File: src/rtl/store_drain_buffer.sv
// Store write buffer: queues MEM-stage stores and drains them in order to a slower data bus.
// Pending stores are searchable by word address so loads can forward the youngest match.
module store_drain_buffer #(
  parameter int DEPTH = 4,
  parameter int AW    = 32,
  parameter int DW    = 32
) (
  input  logic                         clk,
  input  logic                         reset,
  input  logic                         memwrite,
  input  logic [AW-1:0]                dataaddr,
  input  logic [DW-1:0]                writedata,
  output logic                         full,
  output logic                         empty,
  output logic [$clog2(DEPTH+1)-1:0]   count,
  output logic                         overflow,
  output logic                         bus_valid,
  output logic [AW-1:0]                bus_addr,
  output logic [DW-1:0]                bus_data,
  input  logic                         bus_ready,
  input  logic [AW-1:0]                lookup_addr,
  output logic                         lookup_hit,
  output logic [DW-1:0]                lookup_data
);

  localparam int PW = $clog2(DEPTH);
  localparam int CW = $clog2(DEPTH + 1);

  logic [AW-1:0]    addr_q [DEPTH];
  logic [DW-1:0]    data_q [DEPTH];
  logic [DEPTH-1:0] valid_q;
  logic [DEPTH-1:0] match;

  logic [PW-1:0] head_q, head_d;
  logic [PW-1:0] tail_q, tail_d;
  logic [CW-1:0] count_q, count_d;
  logic          overflow_q, overflow_d;

  logic push;
  logic pop;
  logic lookup_lsb_unused;

  // Loads compare at word granularity, so the byte offset is irrelevant here.
  assign lookup_lsb_unused = ^lookup_addr[1:0];

  assign full      = (count_q == CW'(DEPTH));
  assign empty     = (count_q == '0);
  assign count     = count_q;
  assign overflow  = overflow_q;
  assign bus_valid = !empty;

  assign pop  = bus_valid && bus_ready;
  assign push = memwrite && (!full || pop);

  always_comb begin
    head_d     = head_q;
    tail_d     = tail_q;
    count_d    = count_q;
    overflow_d = overflow_q;
    if (pop) begin
      head_d = head_q + PW'(1);
    end
    if (push) begin
      tail_d = tail_q + PW'(1);
    end
    if (push && !pop) begin
      count_d = count_q + CW'(1);
    end else if (pop && !push) begin
      count_d = count_q - CW'(1);
    end
    if (memwrite && !push) begin
      overflow_d = 1'b1;
    end
  end

  always_ff @(posedge clk) begin
    if (reset) begin
      head_q     <= '0;
      tail_q     <= '0;
      count_q    <= '0;
      overflow_q <= 1'b0;
    end else begin
      head_q     <= head_d;
      tail_q     <= tail_d;
      count_q    <= count_d;
      overflow_q <= overflow_d;
    end
  end

  // When full with a simultaneous pop, tail equals head: the push must win the valid bit.
  always_ff @(posedge clk) begin
    if (reset) begin
      valid_q <= '0;
    end else begin
      for (int i = 0; i < DEPTH; i++) begin
        if (push && tail_q == PW'(i)) begin
          valid_q[i] <= 1'b1;
        end else if (pop && head_q == PW'(i)) begin
          valid_q[i] <= 1'b0;
        end
      end
    end
  end

  always_ff @(posedge clk) begin
    if (push) begin
      addr_q[tail_q] <= dataaddr;
      data_q[tail_q] <= writedata;
    end
  end

  genvar gi;
  generate
    for (gi = 0; gi < DEPTH; gi++) begin : g_match
      assign match[gi] = valid_q[gi] && (addr_q[gi][AW-1:2] == lookup_addr[AW-1:2]);
    end
  endgenerate

  // Scan oldest to youngest so the last hit found is the youngest pending store.
  always_comb begin
    lookup_hit  = 1'b0;
    lookup_data = '0;
    for (int i = 0; i < DEPTH; i++) begin
      if (match[head_q + PW'(i)]) begin
        lookup_hit  = 1'b1;
        lookup_data = data_q[head_q + PW'(i)];
      end
    end
  end

  assign bus_addr = bus_valid ? addr_q[head_q] : '0;
  assign bus_data = bus_valid ? data_q[head_q] : '0;

endmodule

File: config.mk
export PLATFORM = sky130hd
export DESIGN_NAME = store_drain_buffer
export DESIGN_NICKNAME = d
export VERILOG_FILES = /design/src/rtl/store_drain_buffer.sv
export SDC_FILE = /design/constraint.sdc
export NUM_CORES = 1
export LEC_CHECK = 0
export ABC_CLOCK_PERIOD_IN_PS = 4000
export CAP_MARGIN = 30
export CORE_MARGIN = 5
export CORE_UTILIZATION = 37
export DETAILED_ROUTE_END_ITERATION = 7
export PLACE_DENSITY = 0.53
export REMOVE_ABC_BUFFERS = 1
export SYNTH_ARGS = -nofsm -noshare
export SYNTH_HDL_FRONTEND = slang
export SYNTH_SLANG_ARGS = --single-unit
export TNS_END_PERCENT = 5
File: constraint.sdc
create_clock -name clk -period 4 [get_ports clk]
set_clock_uncertainty 0.2 [all_clocks]
set_input_delay 0.8 -clock clk [delete_from_list [all_inputs] [get_ports clk]]
set_output_delay 0.8 -clock clk [all_outputs]
set_load 0.005 [all_outputs]
# Yosys cells after proc, flatten, opt, wreduce, memory -nomap -nowiden
# Memories as Yosys holds them, arrays and structs flattened. A register that Yosys moved wholly into a read port is not among the register bits.
# Cells that the tools add are included.
dict set report classes {
  reduce_logical 30
  n_eq_ne 11
  n_addsub 6
  order_cmp 4
  bitwise 0
  n_mul 0
  n_shift 0
  n_div 0
  muxes 34
}
# operator n
set op_table {}
lappend op_table {{32-bit two-way mux} 6}
lappend op_table {{30-bit == test} 4}
lappend op_table {{1-bit two-way mux} 18}
lappend op_table {{1-bit logical AND} 17}
lappend op_table {{2-bit by 3-bit < comparator with 1-bit output, second input constant} 4}
lappend op_table {{2-bit nonzero test} 5}
lappend op_table {{1-bit binary-select mux with 2-bit select} 4}
lappend op_table {{2-bit == test, second input constant} 4}
lappend op_table {{2-bit two-way mux} 4}
lappend op_table {{3-bit two-way mux} 2}
lappend op_table {{2-bit by 1-bit adder with 2-bit output, second input constant} 2}
lappend op_table {{2-bit adder, second input constant} 2}
lappend op_table {{2-bit by 1-bit == test with 1-bit output, second input constant} 2}
lappend op_table {{1-bit logical NOT} 4}
lappend op_table {{2-bit logical NOT} 2}
lappend op_table {{3-bit by 1-bit adder with 3-bit output, second input constant} 1}
lappend op_table {{3-bit == test, second input constant} 1}
lappend op_table {{3-bit logical NOT} 1}
lappend op_table {{3-bit by 1-bit subtractor with 3-bit output, second input constant} 1}
lappend op_table {{1-bit logical OR} 1}
dict set report totals {
  ramBits 256
  ff_bits 12
  n_memories 2
  rom_bits 0
  output_inout_bits 104
  latch_bits 0
  elab_cells 95
  in_bits 100
}
# name words word_bits rd rd_clocked_by_memory_dff wr line_no
set mem_list {}
lappend mem_list {addr_q 4 32 5 1 1 29} ;# logic [AW-1:0] addr_q [DEPTH];
lappend mem_list {data_q 4 32 4 1 1 30} ;# logic [DW-1:0] data_q [DEPTH];

# Logic depth before layout (Yosys ltp)
dict set report logic_depth {
  word_depth 9
  mapped_depth 11
  mapped_depth_nobuf 9
}

# Least setup slack after synthesis
# No wires, ideal clock.
dict set report synth_timing {
  path_kind {flip-flop to output port}
  startpoint {reg head_q[0]}
  endpoint {out lookup_data[10]}
  path_buffers 2
  arrival_ns 2.656
  required_ns 3.000
  path_slack_ns 0.344
  path_stages_with_launch 8
  cell_sequence {dfxtp_1 > inv_1 > ha_1 > buf_4 > clkbuf_1 > mux4_2 > and2_1 > o311a_1}
}
dict set report synth_via {
  elab_chain_cells 6
  elab_cells_between_ends 16
  classes_between {3 x add/sub; 12 x mux; 1 x memory}
}
# element line_no
set synth_lines {}
lappend synth_lines {{from (decl)} 34} ;# logic [PW-1:0] head_q, head_d;
lappend synth_lines {{from (signal assigned)} 78} ;# head_q <= '0;
lappend synth_lines {{from (signal assigned)} 83} ;# head_q <= head_d;
lappend synth_lines {{2-bit by 1-bit adder with 2-bit output / 1-bit binary-select mux with 2-bit select (equally long branches)} {124, 126}}
lappend synth_lines {{1-bit binary-select mux with 2-bit select / 1-bit two-way mux (equally long branches)} 124} ;# if (match[head_q + PW'(i)]) begin
lappend synth_lines {{1-bit two-way mux (not written as such) / 32-bit two-way mux (equally long branches)} 124}
lappend synth_lines {{32-bit two-way mux (2 in a row)} 124}
lappend synth_lines {{32-bit two-way mux *} 124}
lappend synth_lines {{to (decl)} 23} ;# output logic [DW-1:0] lookup_data
# Mark *: on every way between the ends. The rest lies on a longest branch, timed or not. The select of a mux whose other input is x is not followed.

==> impl_metrics.ini <==
[outcome]
status = finished with violations
violations = negative setup slack

[synthesis]
yosys-top-cells-area = edfxtp_1, mux4_2, xnor2_1, and2_1, o311a_1
synth_edf_count = 256
netlist_area_um2 = 15600
synth-async-reset-ratio = 0
ys_seq_elements = 270
yosysMostFrequentCell = edfxtp_1
yosys.area.top_type_share = 0.493
syn_inst = 1047
seq_area_frac_synth = 0.511
yosys_warnings = 0
syn_avg_cell_area_um2 = 14.9
synth_common_cells = edfxtp_1, mux4_2, xnor2_1
yosysTopAreaCell = edfxtp_1
synth_cell_type_count = 34
synthFlopType = edfxtp_1

[sta]
slew_headroom = 0.641
grt_setup_unrepaired = true
tightest_slew_ns = 0.538
finalMaxSlewViolations = 0
finalCritPeriodShare = 1.07
fin_crit_ns = 4.30
setup_viol = 32
max_freq_mhz = 233
setup_tns_ns = -7.92
setup_ws_ns = -0.297
hold_viol = 0
fin_hold_ws_ns = 0.272

[worst_setup_path]
slowest_stage = edfxtp_1
cp.required_ns = 3.00
startpoint_type = flop
reg2reg_depth = 9
cp.arrival_ns = 3.30
cp_cell_sequence = xnor2_4, nand4_1, nor4_4, buf_4, nand2_4, o2111ai_4, buf_12, buf_8, buf_12, nor3b_4, o311a_1, buf_2
critPathMaxStageDelay_ns = 0.48
crit_path_end_kind = primary output
reg2reg_slack_ns = 1.13
worstPathMaxFanout = 5
r2r_start = count[1]$_SDFFE_PP0P_
cpMostUsedCell = buf_12
timing.rr.end = count[2]$_SDFFE_PP0P_
crit_type = reg2out

[floorplanning]
rows = 75
dieHeight_um = 215
initial_core_util = 0.373
coreArea_um2 = 41900
die_x_um = 215
io_pins = 204
dieArea_um2 = 46300

[grt]
grt_pass1_vias = 10900
antenna_found_initial = 4
grt_start_max_net_pins = 60
grtUsageMet2 = 0.338
grt_most_used_layer = met2
met3_usage = 0.0380
grt.total_usage = 0.195
grt_use_met1 = 0.258
overflow = 0
grt_pass1_wl_mm = 69.7

[clocking]
clk_pin_slew_ns = 0.06
numCtsBuffers = 31
cts_root_buffer = clkbuf_16
cts_hold_buf = 0
clock_sinks = 270
cts_tree = done
cts_max_level = 1
ctsLongestPathBuffers = 3
insertion_delay_ns = 0.57

[placed_design]
dp_cells = 1778
gp_congestion = 0.782
io_buffers = 201
post-dp-hpwl_mm = 30.8

[layout]
n_antenna_cell = 0
layout-drive-gt1-share = 0.364
final-instance-count-excl-fill = 1870
final_nets = 1417
area_growth_pct = 33.5
nFillCells = 3583

[routing]
vias_per_cell = 5.51
ant_nets = 0
routedWlPerCell_um = 24.6
drt-total-wl_mm = 46.0
route.detailed.drc = 0
drt_iter0_drc = 709
vias = 10300
dr.pass1.iters = 5

[pwr]
total_power_uw = 11100
power_density_nw_per_um2 = 532
p_leak_uw = 0.00694
vdd_drop_max_v = 0.000343

[min_path]
min_to = overflow$_SDFFE_PP0P_
hold_class = reg2reg
whs_path_depth = 2
min_from = overflow$_SDFFE_PP0P_

[run]
maxCapViolations = 0
[flip-flops by register name, summed over array words and instances (netlist names), named ones only]
signal    cells
valid_q       4
tail_q        2
overflow      1
addr_q      128
head_q        2
data_q      128
count         3
[layer usage]
layer	up-vias	part of all wire	wire length (µm)
li1	4599	-	-
met1	5303	0.42	19200
met2	340	0.50	23000
met3	61	0.064	2930
met4	8	0.017	799
met5	-	0.0010	48
[report_power, final]
part | switching, µW | internal [µW] | leakage [µW]
Sequential | 249 | 3390 | 0.00247
Clock | 1150 | 1550 | 0.000459
Combinational | 2010 | 2730 | 0.00401
Total | 3410 | 7660 | 0.00694
[area by class of cell]
cell class / instances / area, µm² / area share
Sequential cell: 270 / 7980 / 0.383
Multi-Input combinational cell: 644 / 7690 / 0.369
Timing Repair Buffer: 326 / 3390 / 0.163
Clock buffer: 38 / 802 / 0.0385
Tap cell: 539 / 674 / 0.0324
Clock inverter: 19 / 153 / 0.00733
Inverter: 34 / 128 / 0.00613
[logic make-up (layout without fill, tap and decap cells)]
| kind of cell | after synthesis | after routing | share of synthesized area |
|---|---|---|---|
| AO/OA/AOI/OAI | 51 | 51 | 0.0286 |
| multiplexers | 162 | 162 | 0.226 |
| AND/OR/NAND/NOR | 296 | 297 | 0.115 |
| XOR/XNOR | 124 | 124 | 0.0696 |
| flip-flops | 270 | 270 | 0.511 |
| adder cells (fa/ha/maj) | 10 | 10 | 0.00851 |
| buffers and inverters | 134 | 417 | 0.0408 |
[per-stage QoR]
step                      setup slack [ns]   util  instance area [µm²]
final                               -0.297  0.497                20800
after global routing                -0.402  0.497                20800
after CTS                           -0.331  0.494                20700
after detailed placement             -1.05  0.449                18800
after global placement               -1.06  0.449                18800
after floorplan                      -6.91      -                15100
[timing repair]
item                                    in CTS  in global routing
gates resized for setup                    309                 40
pin swaps                                   82                 54
endpoints found under the setup margin      33                 33
cloned                                      10                  1
setup buffers                               23                  3
[cell usage in the layout (no fill, tap or decap), drive strengths merged, types with 2 or more instances in the layout]
cell type | synthesis | layout
a21oi | 7 | 7
and2 | 100 | 100
and4 | 1 | 2
buf | 70 | 162
bufinv | 0 | 2
clkbuf | 30 | 45
clkdlybuf4s15 | 0 | 16
clkdlybuf4s50 | 0 | 138
clkinv | 0 | 12
clkinvlp | 0 | 4
dfxtp | 14 | 14
dlygate4sd2 | 0 | 2
edfxtp | 256 | 256
ha | 9 | 9
inv | 34 | 35
mux2 | 4 | 4
mux2i | 6 | 6
mux4 | 152 | 152
nand2 | 48 | 48
nand3 | 21 | 21
nand4 | 31 | 31
nor2 | 16 | 16
nor2b | 3 | 3
nor3b | 33 | 33
nor4 | 8 | 8
o2111ai | 2 | 2
o21ai | 9 | 9
o311a | 32 | 32
or3 | 34 | 34
xnor2 | 122 | 122
xor2 | 2 | 2
[worst max-delay path: cells and delay by family (launching register included)]
| kind | cells | cell delay (ns) |
|---|---|---|
| buf+inv | 5 | 0.73 |
| simple gates | 4 | 0.72 |
| flops | 1 | 0.48 |
| xor+xnor | 1 | 0.20 |
| compound gates | 2 | 0.58 |
[worst max-delay path by stage]
stage	start	end	slack (ns)	cells after the start
2_1_floorplan	head_q[0]$_SDFFE_PP0N_	lookup_data[0]	-6.91	6
3_3_place_gp	lookup_addr[3]	lookup_data[19]	-1.06	10
3_5_place_dp	lookup_addr[3]	lookup_data[14]	-1.05	10
4_1_cts	addr_q[0][2]$_DFFE_PP_	lookup_data[22]	-0.33	13
5_1_grt	addr_q[2][28]$_DFFE_PP_	lookup_data[20]	-0.40	12
6_report	addr_q[2][28]$_DFFE_PP_	lookup_data[20]	-0.30	12
No activity file was read; power rests on OpenSTA's default activity.
